===== src/rtl/axi4_lite_wr_arbiter_if.sv =====
// Bundle between NUM_REQ requesters, the round-robin write arbiter and the AXI4-Lite write master.
// Handshake: a requester holds req_valid/addr/data stable until its one-cycle req_ready pulse; wr_valid stays high until a one-cycle wr_ready.
interface axi4_lite_wr_arbiter_if #(
    parameter int NUM_REQ = 4
);
    localparam int GW = $clog2(NUM_REQ);

    logic [NUM_REQ-1:0]    req_valid;
    logic [NUM_REQ*32-1:0] req_addr;
    logic [NUM_REQ*32-1:0] req_data;
    logic [NUM_REQ-1:0]    req_ready;
    logic [31:0]           wr_addr;
    logic [31:0]           wr_data;
    logic                  wr_valid;
    logic                  wr_ready;
    logic                  busy;
    logic [GW-1:0]         grant_id;
    logic                  timeout_err;
    logic [1:0]            dbg_state;

    modport slave (
        input  req_valid, req_addr, req_data, wr_ready,
        output req_ready, wr_addr, wr_data, wr_valid, busy, grant_id, timeout_err, dbg_state
    );

    modport master (
        output req_valid, req_addr, req_data, wr_ready,
        input  req_ready, wr_addr, wr_data, wr_valid, busy, grant_id, timeout_err, dbg_state
    );
endinterface


===== src/rtl/axi4_lite_wr_arbiter.sv =====
// Round-robin arbiter sharing one AXI4-Lite write-master port among NUM_REQ requesters,
// with a watchdog that flags a write stuck in BUSY for TIMEOUT_CYCLES cycles.
module axi4_lite_wr_arbiter #(
    parameter int NUM_REQ        = 4,
    parameter int TIMEOUT_CYCLES = 1024
) (
    input  logic                  clk,
    input  logic                  arst_n,
    axi4_lite_wr_arbiter_if.slave bus
);
    localparam int GW = $clog2(NUM_REQ);
    localparam int CW = (TIMEOUT_CYCLES > 0) ? $clog2(TIMEOUT_CYCLES + 1) : 1;
    localparam bit WD_EN = (TIMEOUT_CYCLES > 0);
    localparam logic [CW-1:0] TO_MAX  = CW'(TIMEOUT_CYCLES);
    localparam logic [CW-1:0] TO_LAST = CW'(TIMEOUT_CYCLES - 1);
    localparam logic [NUM_REQ-1:0] ONE_HOT0 = {{(NUM_REQ-1){1'b0}}, 1'b1};

    typedef enum logic [1:0] {
        ST_IDLE = 2'd0,
        ST_BUSY = 2'd1,
        ST_ACK  = 2'd2
    } state_t;

    state_t               r_state;
    logic [31:0]          r_wr_addr;
    logic [31:0]          r_wr_data;
    logic                 r_wr_valid;
    logic [NUM_REQ-1:0]   r_req_ready;
    logic                 r_busy;
    logic [GW-1:0]        r_grant;
    logic                 r_timeout;
    logic [CW-1:0]        r_wd_cnt;

    logic                 w_found;
    logic [GW-1:0]        w_idx;
    logic [GW-1:0]        w_next;
    logic [31:0]          w_next_addr;
    logic [31:0]          w_next_data;

    // Scan starts one past the last grant so the most recent winner has lowest priority.
    always_comb begin
        w_found = 1'b0;
        w_idx   = r_grant;
        w_next  = r_grant;
        for (int k = 1; k <= NUM_REQ; k++) begin
            w_idx = GW'((int'(r_grant) + k) % NUM_REQ);
            if (!w_found && bus.req_valid[w_idx]) begin
                w_found = 1'b1;
                w_next  = w_idx;
            end
        end
    end

    always_comb begin
        w_next_addr = '0;
        w_next_data = '0;
        for (int i = 0; i < NUM_REQ; i++) begin
            if (w_next == GW'(i)) begin
                w_next_addr = bus.req_addr[32*i +: 32];
                w_next_data = bus.req_data[32*i +: 32];
            end
        end
    end

    always_ff @(posedge clk or negedge arst_n) begin
        if (!arst_n) begin
            r_state     <= ST_IDLE;
            r_wr_addr   <= '0;
            r_wr_data   <= '0;
            r_wr_valid  <= 1'b0;
            r_req_ready <= '0;
            r_busy      <= 1'b0;
            r_grant     <= GW'(NUM_REQ - 1);
            r_timeout   <= 1'b0;
            r_wd_cnt    <= '0;
        end else begin
            r_req_ready <= '0;
            r_timeout   <= 1'b0;
            case (r_state)
                ST_IDLE: begin
                    if (w_found) begin
                        r_grant    <= w_next;
                        r_wr_addr  <= w_next_addr;
                        r_wr_data  <= w_next_data;
                        r_wr_valid <= 1'b1;
                        r_busy     <= 1'b1;
                        r_wd_cnt   <= '0;
                        r_state    <= ST_BUSY;
                    end
                end
                ST_BUSY: begin
                    if (bus.wr_ready) begin
                        r_wr_valid  <= 1'b0;
                        r_req_ready <= ONE_HOT0 << r_grant;
                        r_wd_cnt    <= '0;
                        r_state     <= ST_ACK;
                    end else if (WD_EN) begin
                        // Counting on to TO_MAX and parking there keeps the pulse to one per transaction.
                        if (r_wd_cnt != TO_MAX) begin
                            r_wd_cnt <= r_wd_cnt + 1'b1;
                        end
                        r_timeout <= (r_wd_cnt == TO_LAST);
                    end
                end
                ST_ACK: begin
                    r_busy  <= 1'b0;
                    r_state <= ST_IDLE;
                end
                default: begin
                    r_wr_valid <= 1'b0;
                    r_busy     <= 1'b0;
                    r_state    <= ST_IDLE;
                end
            endcase
        end
    end

    assign bus.wr_addr     = r_wr_addr;
    assign bus.wr_data     = r_wr_data;
    assign bus.wr_valid    = r_wr_valid;
    assign bus.req_ready   = r_req_ready;
    assign bus.busy        = r_busy;
    assign bus.grant_id    = r_grant;
    assign bus.timeout_err = r_timeout;
    assign bus.dbg_state   = r_state;
endmodule


===== src/flat_wrapper.sv =====
// flat-port wrapper written by rule: the top's interface ports become plain ports
module axi4_lite_wr_arbiter_flat 
#(
    parameter int NUM_REQ        = 4,
    parameter int TIMEOUT_CYCLES = 1024
)
  (clk, arst_n, bus_req_valid, bus_req_addr, bus_req_data, bus_wr_ready, bus_req_ready, bus_wr_addr, bus_wr_data, bus_wr_valid, bus_busy, bus_grant_id, bus_timeout_err, bus_dbg_state);
  axi4_lite_wr_arbiter_if #(.NUM_REQ(NUM_REQ)) bus_i ();
  input  logic clk;
  input  logic arst_n;
  input wire logic [$bits(bus_i.req_valid)-1:0] bus_req_valid;
  input wire logic [$bits(bus_i.req_addr)-1:0] bus_req_addr;
  input wire logic [$bits(bus_i.req_data)-1:0] bus_req_data;
  input wire logic [$bits(bus_i.wr_ready)-1:0] bus_wr_ready;
  output wire logic [$bits(bus_i.req_ready)-1:0] bus_req_ready;
  output wire logic [$bits(bus_i.wr_addr)-1:0] bus_wr_addr;
  output wire logic [$bits(bus_i.wr_data)-1:0] bus_wr_data;
  output wire logic [$bits(bus_i.wr_valid)-1:0] bus_wr_valid;
  output wire logic [$bits(bus_i.busy)-1:0] bus_busy;
  output wire logic [$bits(bus_i.grant_id)-1:0] bus_grant_id;
  output wire logic [$bits(bus_i.timeout_err)-1:0] bus_timeout_err;
  output wire logic [$bits(bus_i.dbg_state)-1:0] bus_dbg_state;
  assign bus_i.req_valid = bus_req_valid;
  assign bus_i.req_addr = bus_req_addr;
  assign bus_i.req_data = bus_req_data;
  assign bus_i.wr_ready = bus_wr_ready;
  assign bus_req_ready = bus_i.req_ready;
  assign bus_wr_addr = bus_i.wr_addr;
  assign bus_wr_data = bus_i.wr_data;
  assign bus_wr_valid = bus_i.wr_valid;
  assign bus_busy = bus_i.busy;
  assign bus_grant_id = bus_i.grant_id;
  assign bus_timeout_err = bus_i.timeout_err;
  assign bus_dbg_state = bus_i.dbg_state;
  axi4_lite_wr_arbiter #(.NUM_REQ(NUM_REQ), .TIMEOUT_CYCLES(TIMEOUT_CYCLES)) u_core (.clk(clk), .arst_n(arst_n), .bus(bus_i));
endmodule

===== config.mk =====
export PLATFORM = sky130hd
export DESIGN_NAME = axi4_lite_wr_arbiter_flat
export DESIGN_NICKNAME = d
export VERILOG_FILES = /design/src/rtl/axi4_lite_wr_arbiter_if.sv /design/src/rtl/axi4_lite_wr_arbiter.sv /design/src/flat_wrapper.sv
export SDC_FILE = /design/constraint.sdc
export NUM_CORES = 1
export LEC_CHECK = 0
export BUFFER_PORTS_ARGS = -buffer_cell sky130_fd_sc_hd__buf_4
export CORE_AREA = 5 5 129 131
export CTS_CLUSTER_SIZE = 40
export DETAILED_ROUTE_END_ITERATION = 7
export DIE_AREA = 0 0 134 136
export HOLD_SLACK_MARGIN = 0.15
export PLACE_DENSITY = 0.73
export SETUP_SLACK_MARGIN = 0.05
export SLEW_MARGIN = 5
export SYNTH_ARGS = -nofsm -noshare
export SYNTH_HDL_FRONTEND = slang
export SYNTH_SLANG_ARGS = --single-unit

===== constraint.sdc =====
create_clock -name clk -period 3.4 [get_ports clk]
set_input_delay 0.68 -clock clk [delete_from_list [all_inputs] [get_ports clk]]
set_output_delay 0.68 -clock clk [all_outputs]
set_load 0.02 [all_outputs]

After elaboration in Yosys (flattened, before gate mapping)

Cells that the tools add are included.

Flip-flop bits (word level): 86
Input port bits: 263
Output and inout port bits: 75
Logic and storage cells: 84

Add/sub/neg operators: 5
Magnitude comparators: 4
Equality and inequality tests: 10
Shifts and indexed selects: 1
Mux-type cells: 39
Bitwise logic cells: 2
Reduce and logical (&&, ||, !) cells: 14

Operators by type and width:

| operator              | count |
|---|---|
| $mux 32               | 8 |
| $mux 11               | 3 |
| $pmux 11 s2           | 1 |
| $lt 2x3->1 const B    | 4 |
| $mux 1                | 12 |
| $mux 2                | 6 |
| $add 11x1->11 const B | 1 |
| $eq 11x10->1 const B  | 1 |
| $ne 11x11->1 const B  | 1 |
| $bmux 1 s2            | 4 |
| $mux 4                | 2 |
| $eq 2x2->1 const B    | 3 |
| $reduce_and 2->1      | 3 |
| $reduce_and 3->1      | 2 |
| $add 2x1->2 const B   | 2 |
| $add 2x2->2 const B   | 2 |
| $eq 2x1->1 const B    | 2 |
| $logic_not 2->1       | 2 |
| $pmux 2 s2            | 1 |
| $shl 1x2->4 const A   | 1 |
| $logic_and 1x1->1     | 3 |
| $logic_not 1->1       | 3 |
| $ne 3x2->1 const B    | 1 |
| $pmux 1 s3            | 1 |
| other kinds (5)       | 6 |

Logic depth before layout (Yosys ltp)

Gate-level depths: netlist of the first run.

Word-level depth: 18
Gate-level depth with buffers: 12

Least setup slack after synthesis of the first run

Ideal clock, no wire load.

Kind: register -> register
Start: register u_core.r_grant[0], in the netlist u_core.bus.grant_id[0]
End: register u_core.r_wr_addr[13], in the netlist u_core.bus.wr_addr[13]
Setup time: 0.128 ns
Arrival: 3.036 ns
Path slack: 0.236 ns
Stages on the path, launching flop included: 13
Buffers on the path: 4
Clock period less this slack: 3.164 ns
Cells stage by stage: dfstp_2 buf_6 clkinv_1 ha_1 buf_2 mux4_2 nand2b_1 a211oi_1 o21a_1 buf_4 buf_2 mux2i_1 nand3_1

Longest elaborated chain between the ends: 18
Elaborated cells on any way between the ends: 35

RTL lines:

| item                         | RTL line                   | RTL |
|---|---|---|
| start, declared              | axi4_lite_wr_arbiter.sv:30 | `logic [GW-1:0] r_grant;` |
| start signal, assigned       | axi4_lite_wr_arbiter.sv:73 | `r_grant <= GW'(NUM_REQ - 1);` |
| start signal, assigned       | axi4_lite_wr_arbiter.sv:82 | `r_grant <= w_next;` |
| $add 2x1->2                  | axi4_lite_wr_arbiter.sv:46 | `w_idx = GW'((int'(r_grant) + k) % NUM_REQ);` |
| $bmux 1 s2                   | axi4_lite_wr_arbiter.sv:47 | `if (!w_found && bus.req_valid[w_idx]) begin` |
| $mux 1 (not written as such) | axi4_lite_wr_arbiter.sv:47 |  |
| $mux 1                       | axi4_lite_wr_arbiter.sv:47 |  |
| $logic_not 1->1              | axi4_lite_wr_arbiter.sv:47 |  |
| $logic_and 1x1->1            | axi4_lite_wr_arbiter.sv:47 |  |
| $mux 1                       | axi4_lite_wr_arbiter.sv:47 |  |
| $logic_not 1->1              | axi4_lite_wr_arbiter.sv:47 |  |
| $logic_and 1x1->1            | axi4_lite_wr_arbiter.sv:47 |  |
| $mux 1                       | axi4_lite_wr_arbiter.sv:47 |  |
| $logic_not 1->1              | axi4_lite_wr_arbiter.sv:47 |  |
| $logic_and 1x1->1            | axi4_lite_wr_arbiter.sv:47 |  |
| $mux 2                       | axi4_lite_wr_arbiter.sv:47 |  |
| $logic_not 2->1              | axi4_lite_wr_arbiter.sv:58 | `if (w_next == GW'(i)) begin` |
| $mux 32 (4 in a row)         | axi4_lite_wr_arbiter.sv:58 |  |
| end signal, assigned         | axi4_lite_wr_arbiter.sv:83 | `r_wr_addr <= w_next_addr;` |
| end, declared                | axi4_lite_wr_arbiter.sv:25 | `logic [31:0] r_wr_addr;` |

Parallel ways exist; a longest one is shown, timed or not. The select of a mux whose other input is x is not followed.
A chain may end at the register's enable or synchronous reset.

Final worst setup path of the first run

Start: register u_core.r_grant[0], in the netlist u_core.bus.grant_id[0]
End: register u_core.r_wr_addr[10], in the netlist u_core.bus.wr_addr[10]

Same word-level chain as after synthesis.

==> flow_summary.yaml, run 1 <==
run_status:
  run_status: "finished, final reports clean"
critical_path:
  worstPathArrival_ns: 3.43
  crit_required_ns: 3.63
  rr_endpoint: "u_core.bus.wr_addr[10]"
  critical_path.startpoint_type: "flip-flop"
  path_class: "flip-flop to flip-flop"
  r2r_slack_ns: 0.20
  cp_max_fo: 31
  reg2reg_depth: 9
  cp-end-kind: "flip-flop"
  reg2reg_from: "u_core.bus.grant_id[0]"
synthesis:
  synthMuxAreaShare: 0.0695
  synth_flop_cell: "dfrtp_1"
  seq_area_frac_synth: 0.357
  syn_area_per_cell_um2: 8.66
  synth_async_sr_flop_share: 1.00
  synth_cell_types: 52
  syn_area_um2: 6030
  synth_seq_cells: 86
  synth_fa_ha_area_frac: 0.0125
  synth_edf_count: 0
  yosys_warnings: 0
  synthSimpleGateAreaFrac: 0.126
  netlist_instances: 696
  synthXorXnorAreaFrac: 0.00726
  synth_top_family_by_area: "compound AO/OA/AOI/OAI gates"
  syn_nets: 965
  synth_compound_area_frac: 0.322
global_routing:
  gr-usage-all-layers: 0.253
  grt.overflow.total: 0
  antenna_found_initial: 0
  grt_pass1_vias: 6720
  grt_pass1_wl_mm: 37.2
  grt_start_max_net_pins: 75
hold_path:
  hp-class: "primary input to async pin"
placement:
  dp.cells: 1171
  dp_hpwl_mm: 17.7
  place_congestion: 0.939
  portBuffers: 337
  pre_cts_ws_ns: 0.105
power:
  p_total_uw: 10600
  p_switching_uw: 5540
  p_sw_frac: 0.523
  comb_power_share: 0.733
  p_leak_uw: 0.00425
  cellInternalPower_uw: 5050
  clock_power_share: 0.097
  p_per_area_nw_per_um2: 1160
  ir_drop_mv: 0.761
  p_seq_frac: 0.170
sta:
  min_period_ns: 3.20
  fmax_ghz: 0.312
  period_share: 0.941
  report.final.slew_viol_count: 0
  rsz0062_at_grt: "yes"
  tightestPinTransition_ns: 1.01
  setup_viol: 0
  finalHoldViolCount: 0
  clock_skew_ns: 0.00592
  layout_setup_ws_ns: 0.200
  setup_tns_ns: 0
  slew_headroom: 0.325
routing:
  vias: 7051
  drtIter0Drc: 578
  wl_met3_mm: 2.08
  drtPass1Iterations: 6
  drt-total-wl_mm: 24.2
  drt-vias-per-instance: 5.93
  drc_errors: 0
  top_layer_used: "met4"
  routedLengthMet1_mm: 9.71
  ant_nets: 0
  routedWlPerCell_um: 20.4
  wl_met2_mm: 11.8
final_layout:
  diodes: 0
  layout.cells.non_filler: 1189
  area_growth_pct: 51.2
  nNetsFinal: 1261
  drive_above_1_share: 0.405
  post-route-util: 0.589
floorplanning:
  core_area_um2: 15500
  die-area_um2: 18200
  rows: 46
  io_pins: 338
  die_width_um: 134
  start_util: 0.389
  die_y_um: 136
cts:
  cts_tree: "yes"
  ctsHtreeMaxLevel: 3
  clkSinkCount: 86
  cts_buffers: 9
  cts-root-buf: "clkbuf_16"
  clk-insertion-delay-late_ns: 0.35
  path_clk_slew_ns: 0.07
  hold_buffers: 0
  cts_buffer_depth: 2
flow_run:
  drv_cap: 0
==> worst max-delay path, cell delays in order (launching register included) <==
cell	delay [ns]
dfstp_2	0.55
clkinv_1	0.08
ha_1	0.31
buf_4	0.17
mux2_2	0.38
a311oi_1	0.70
a211oi_4	0.20
buf_4	0.33
a32oi_1	0.26
nand3_1	0.09
==> registers in the layout (all words and copies together) (netlist names) <==
signal                  count
u_core.r_wd_cnt            11
u_core.bus.wr_data         32
u_core.bus.dbg_state        2
u_core.bus.timeout_err      1
u_core.bus.wr_valid         1
u_core.bus.req_ready        4
u_core.bus.wr_addr         32
u_core.bus.busy             1
u_core.bus.grant_id         2
==> through the flow <==
step / area, µm² / hold WS (ns)
6_report: 9110 / 0.490
5_1_grt: 9110 / 0.518
4_1_cts: 9070 / 0.493
3_5_place_dp: 8770 / 0.477
3_3_place_gp: 8770 / 0.471
2_1_floorplan: 6030 / 0.384
==> worst max-delay path by stage <==
stage	startpoint	to	slack [ns]	cells past startpoint
after floorplan	u_core.bus.grant_id[0]	u_core.bus.wr_addr[13]	0.24	12
after global placement	bus_req_valid[3]	u_core.bus.wr_addr[15]	0.14	8
after detailed placement	bus_req_valid[3]	u_core.bus.wr_addr[15]	0.11	8
after CTS	u_core.bus.grant_id[0]	u_core.bus.wr_addr[15]	0.13	8
after global routing	u_core.bus.grant_id[0]	u_core.bus.wr_data[29]	0.04	9
final	u_core.bus.grant_id[0]	u_core.bus.wr_addr[10]	0.20	9
==> final cells by class <==
| cell class | instances | area [µm²] |
|---|---|---|
| Fill cell | 1423 | 6370 |
| Tap cell | 192 | 240 |
| Inverter | 70 | 263 |
| Multi-Input combinational cell | 457 | 3310 |
| Clock inverter | 6 | 61.3 |
| Timing Repair Buffer | 368 | 2850 |
| Clock buffer | 10 | 239 |
| Sequential cell | 86 | 2150 |
==> power groups by stage <==
stage	clock [µW]	sequential, µW	combinational, µW
2_1_floorplan	0	2300	4540
3_3_place_gp	0	1810	7560
3_5_place_dp	0	1800	7640
4_1_cts	1040	1800	7640
5_1_grt	1080	1860	8400
6_report	1020	1800	7760
==> logic make-up (layout without fill, tap and decap cells) <==
family | count (synthesis) | after routing
AO/OA/AOI/OAI | 258 | 258
buffers and inverters | 153 | 454
AND/OR/NAND/NOR | 149 | 149
flip-flops | 86 | 86
multiplexers | 39 | 39
adder cells (fa/ha/maj) | 6 | 6
XOR/XNOR | 5 | 5
==> metal layers <==
layer,up-vias,GRT usage
li1,3300,-
met1,3336,0.337
met2,375,0.411
met3,40,0.0566
met4,0,0.0829
met5,-,0
==> cells in the mapped netlist (3+ instances only) <==
library cell | count | area share
mux2_2 | 3 | 0.0056
nor3_1 | 35 | 0.029
a32oi_1 | 63 | 0.092
ha_1 | 6 | 0.012
mux2i_1 | 34 | 0.056
inv_1 | 69 | 0.043
nand3_1 | 69 | 0.057
clkbuf_1 | 52 | 0.032
buf_2 | 23 | 0.019
nor2_1 | 9 | 0.0056
a21oi_1 | 37 | 0.031
dfrtp_1 | 84 | 0.35
a2111oi_0 | 62 | 0.090
nand2b_1 | 4 | 0.0041
o31ai_1 | 35 | 0.044
and2_1 | 4 | 0.0041
nand2_1 | 10 | 0.0062
and3_1 | 3 | 0.0031
o21ai_0 | 40 | 0.033
nand4_1 | 4 | 0.0041
xor2_1 | 5 | 0.0073
a2bb2oi_1 | 3 | 0.0044
buf_4 | 4 | 0.0050
==> what timing repair did <==
action | 4_1_cts | 5_1_grt
gates resized for setup | 0 | 3
setup buffers | 0 | 2
endpoints found under the setup margin | 0 | 26
==> cells in the final DEF, fill, tap and decap left out, drive strengths merged, types with 4 or more instances in the layout <==
master and count:
and2 5, ha 6, nand4 4, buf 368, a32oi 63, nand2b 4, xor2 5, o21ai 42
clkbuf 10, a2111oi 62, nand2 10, o31ai 36, nor3 35, clkinv 5, a21oi 38, dfrtp 84
mux2i 34, nand3 69, nor2 9, inv 69
(Power assumes the default switching activity.)
==> run 2: changes to the inputs <==
Clock period 3.4 ns to 3.3 ns, I/O delays scaled along.
==> run 2 against run 1 <==
Critical path depth rose by 1; utilization is 0.87 points higher; via count is 1.0% higher; power increased by 6.9%; setup slack better by 0.030 ns; sequential power is 4% higher; first-iteration DRC count down 4.2%; cell count about the same; routed wire length up 0.75%.
==> flow_summary.yaml, run 2 (synthesis results as in run 1) <==
sta:
  setup_viol: 0
  holdWs_ns: 0.482
  period_share: 0.930
  tightestPinTransition_ns: 1.04
  min_period_ns: 3.07
  clock_skew_ns: 0.00889
  setup_tns_ns: 0
  report.final.slew_viol_count: 0
  slew_headroom: 0.306
  finalHoldViolCount: 0
  fmax_ghz: 0.326
  rsz0062_at_grt: "no"
critical_path:
  worst_path_most_repeated_cell: "buf_12"
  cp-end-kind: "flip-flop"
  crit_buf_inv: 3
  critical_path.top_delay_family: "flip-flops"
  worstPathArrival_ns: 3.29
  cpMaxStageDelayCell: "dfstp_2"
  crit_required_ns: 3.52
  critical_path.startpoint_type: "flip-flop"
  cp_max_fo: 63
  crit_chain: "clkinv_1, ha_1, mux4_2, or2_1, o31ai_4, buf_12, a211oi_4, buf_12, a32oi_1, nand3_1"
  path_class: "flip-flop to flip-flop"
  cpPeakStageDelay_ns: 0.63
floorplanning:
  die_width_um: 134
  core_area_um2: 15500
  die_y_um: 136
  die-area_um2: 18200
  rows: 46
  io_pins: 338
  start_util: 0.389
cts:
  hold_buffers: 0
  clk-insertion-delay-late_ns: 0.35
  path_clk_slew_ns: 0.07
  ctsHtreeMaxLevel: 3
  cts-root-buf: "clkbuf_16"
  cts_tree: "yes"
  cts_buffer_depth: 2
  cts_buffers: 9
  clkSinkCount: 86
routing:
  drt-total-wl_mm: 24.4
  drt-vias-per-instance: 5.99
  drc_errors: 0
  routedWlPerCell_um: 20.5
  ant_nets: 0
  vias: 7123
  drtIter0Drc: 554
  drtPass1Iterations: 5
  wl_met2_mm: 11.6
  wl_met3_mm: 2.23
  top_layer_used: "met5"
  routedLengthMet1_mm: 9.66
final_layout:
  layout_common_cells: "356 x buf_4, 84 x dfrtp_1, 69 x inv_1, 69 x nand3_1, 62 x a32oi_1"
  seqCellArea_um2: 2150
  post-route-util: 0.597
  nNetsFinal: 1262
  diodes: 0
  drive_above_1_share: 0.409
  multi_input_area_um2: 3320
  final_common_cell: "buf_4"
  nFillCells: 1371
  area_growth_pct: 53.4
flow_run:
  drv_cap: 0
global_routing:
  grt.overflow.total: 0
  grt_pass1_vias: 6861
  grt_pass1_wl_mm: 37.6
  grt_start_max_net_pins: 76
  gr-usage-all-layers: 0.256
  antenna_found_initial: 1
power:
  ir_drop_mv: 0.825
  p_leak_uw: 0.00429
  p_per_area_nw_per_um2: 1220
hold_path:
  hp-class: "primary input to async pin"
run_status:
  run_status: "finished, final reports clean"
placement:
  dp_hpwl_mm: 17.6
  portBuffers: 337
  place_congestion: 0.967
## run 2: cell types whose count changed in the layout (fill, tap and decap cells not counted), moves of 2 or more
cell / change
buf_4: -5
clkbuf_16: +2
clkinv_2: -2
buf_12: +3
## run 2: power by group
group          internal, µW  switching [µW]
sequential             1580             296
clock                   667             470
combinational          3250            5060
total                  5490            5830
## run 2: layer usage
layer	vias to the layer above	GRT usage
met1	3383	0.340
met3	67	0.0655
li1	3298	-
met4	2	0.106
met2	373	0.399
met5	-	0
## run 2: worst paths after layout
| check | from | endpoint | slack (ns) | cells past startpoint |
|---|---|---|---|---|
| min in group clk | u_core.bus.wr_data[28] | u_core.bus.wr_data[28] | 0.49 | 2 |
| worst max register to register | u_core.bus.grant_id[0] | u_core.bus.wr_addr[21] | 0.23 | 10 |
| worst max-delay path | u_core.bus.grant_id[0] | u_core.bus.wr_addr[21] | 0.23 | 10 |
| worst min register to register | u_core.bus.wr_data[28] | u_core.bus.wr_data[28] | 0.49 | 2 |
| worst min-delay path | arst_n | u_core.bus.wr_data[3] | 0.48 | 1 |
| max in group asynchronous | arst_n | u_core.bus.wr_addr[22] | 2.06 | 2 |
## run 2: area by class of cell
class | count | area share
multi-input cells | 457 | 0.359
well taps | 192 | 0.0260
clock inverters | 7 | 0.0106
clock buffers | 9 | 0.0243
repair buffers | 369 | 0.319
inverters | 70 | 0.0284
flip-flops and latches | 86 | 0.233
## run 2: per-stage QoR
step	worst slack (ns)	std cells	instance area [µm²]	power, µW
after global routing	0.0634	1190	9250	12100
final	0.229	1190	9250	11300
after detailed placement	0.203	1170	8800	9810
after CTS	0.198	1186	9130	11000
after global placement	0.257	1170	8800	9690
after floorplan	0.136	696	6030	7050
## run 2: what timing repair did
item                       4_1_cts  5_1_grt
setup endpoints to repair        0       22
setup buffers                    0        2
gates resized for setup          0        7
==> run 3: changes to the inputs <==
Settings changed: GPL_TIMING_DRIVEN set to 0.
==> run 3 against run 2 <==
Clock power down 6%; cell count increased by 5.0%; critical path depth rose by 2; hold slack worse by 0.13 ns; flip-flop and latch count did not move; via count is 3.8% higher; clock skew decreased by 0.0023 ns; sequential power about the same; count of clock-buffer cells in the layout unchanged; maximum frequency shrank 4.0%; design area increased by 5.9%; sequential share of layout area is 1.3 points lower.
==> flow_summary.yaml, run 3 (synthesis results as in run 1) <==
routing:
  vias: 7395
  routedWlPerCell_um: 21.9
  ant_nets: 0
  drt-total-wl_mm: 27.3
  drtPass1Iterations: 7
  drt-vias-per-instance: 5.92
  drc_errors: 0
  drtIter0Drc: 592
cts:
  cts_tree: "yes"
  cts-root-buf: "clkbuf_16"
  path_clk_slew_ns: 0.07
  clk-insertion-delay-late_ns: 0.36
  ctsHtreeMaxLevel: 3
  hold_buffers: 0
  cts_buffers: 9
  clkSinkCount: 86
  cts_buffer_depth: 2
floorplanning:
  die_width_um: 134
  io_pins: 338
  core_area_um2: 15500
  die-area_um2: 18200
  die_y_um: 136
  start_util: 0.389
  rows: 46
global_routing:
  grt.overflow.total: 0
  gr-usage-all-layers: 0.282
  grt_start_max_net_pins: 87
  grt_pass1_vias: 7179
  antenna_found_initial: 0
  grt_pass1_wl_mm: 40.0
critical_path:
  path_class: "flip-flop to flip-flop"
  cpMaxStageDelayCell: "dfstp_2"
  worst_path_most_repeated_cell: "buf_6"
  reg2reg_depth: 12
  r2r_slack_ns: 0.1
  worstPathArrival_ns: 3.49
  crit_chain: "buf_6, clkinv_4, ha_1, buf_6, mux4_2, inv_1, o311a_1, buf_2, clkbuf_2, a2111oi_0, mux2i_1, nand3_1"
  rr_endpoint: "u_core.bus.wr_addr[19]"
  cp_max_fo: 10
  critical_path.startpoint_type: "flip-flop"
  reg2reg_from: "u_core.bus.grant_id[0]"
  crit_buf_inv: 6
  crit_required_ns: 3.59
  cp-end-kind: "flip-flop"
  critical_path.top_delay_family: "buffers and inverters"
  cpPeakStageDelay_ns: 0.54
sta:
  fmax_ghz: 0.312
  period_share: 0.970
  tightestPinTransition_ns: 0.856
  slew_headroom: 0.429
  setup_viol: 0
  finalHoldViolCount: 0
  clock_skew_ns: 0.00663
  rsz0062_at_grt: "yes"
  min_period_ns: 3.20
  report.final.slew_viol_count: 0
hold_path:
  hp-class: "primary input to async pin"
power:
  p_per_area_nw_per_um2: 1280
  ir_drop_mv: 0.568
  p_leak_uw: 0.00450
placement:
  placed_cell_area_um2: 8800
  dp_hpwl_mm: 20.5
  portBuffers: 337
  place_congestion: 0.908
final_layout:
  nNetsFinal: 1321
  area_growth_pct: 62.5
  layout_common_cells: "352 x buf_4, 84 x dfrtp_1, 69 x inv_1, 69 x nand3_1, 61 x a32oi_1"
  post-route-cell-area_um2: 9800
  diodes: 0
  nFillCells: 1400
  post-route-util: 0.633
  drive_above_1_share: 0.465
  final_common_cell: "buf_4"
flow_run:
  drv_cap: 0
run_status:
  run_status: "finished, final reports clean"
-- run 3: timing repair --
| action | in CTS | in global routing |
|---|---|---|
| endpoints found under the setup margin | 72 | 73 |
| pin swaps | 4 | 8 |
| cloned | 0 | 1 |
| gates resized for setup | 63 | 176 |
| setup buffers | 4 | 3 |
-- run 3: report_power, final --
part           internal [µW]  switching (µW)
Clock                    590             479
Sequential              1580             282
Combinational           3740            5850
Total                   5900            6610
-- run 3: how the worst max path moves through the flow --
stage                                start                      to  cells after the start
floorplan           u_core.bus.grant_id[0]  u_core.bus.wr_addr[13]                     12
global placement    u_core.bus.grant_id[0]   u_core.bus.wr_data[9]                     11
detailed placement  u_core.bus.grant_id[0]  u_core.bus.wr_data[10]                     11
CTS                 u_core.bus.grant_id[0]   u_core.bus.wr_addr[2]                     12
global route        u_core.bus.grant_id[0]  u_core.bus.wr_addr[23]                     12
finish              u_core.bus.grant_id[0]  u_core.bus.wr_addr[19]                     12
-- run 3: final cells by class --
cell class	instances	area, µm²	share of cell area
Multi-Input combinational cell	457	3640	0.372
Clock buffer	9	225	0.0230
Sequential cell	86	2150	0.220
Tap cell	192	240	0.0245
Inverter	70	268	0.0273
Clock inverter	7	73.8	0.00753
Buffer	83	584	0.0596
Timing Repair Buffer	345	2610	0.266
-- run 3: stage by stage --
stage	cells	setup slack, ns	power (µW)	hold WS, ns	setup TNS (ns)
global route	1249	-0.0709	13300	0.432	-0.146
global placement	1225	-0.519	9750	0.459	-27.39
detailed placement	1225	-0.561	9830	0.473	-29.30
CTS	1245	0.0504	11400	0.490	0
finish	1249	0.0998	12500	0.353	0
floorplan	696	0.136	7050	0.364	0
-- run 3: routing by layer --
| layer | GRT usage | vias to the layer above | share of wire |
|---|---|---|---|
| li1 | - | 3423 | - |
| met1 | 0.365 | 3513 | 0.39 |
| met2 | 0.454 | 396 | 0.48 |
| met3 | 0.0666 | 63 | 0.086 |
| met4 | 0.115 | 0 | 0.036 |
| met5 | 0 | - | 0 |
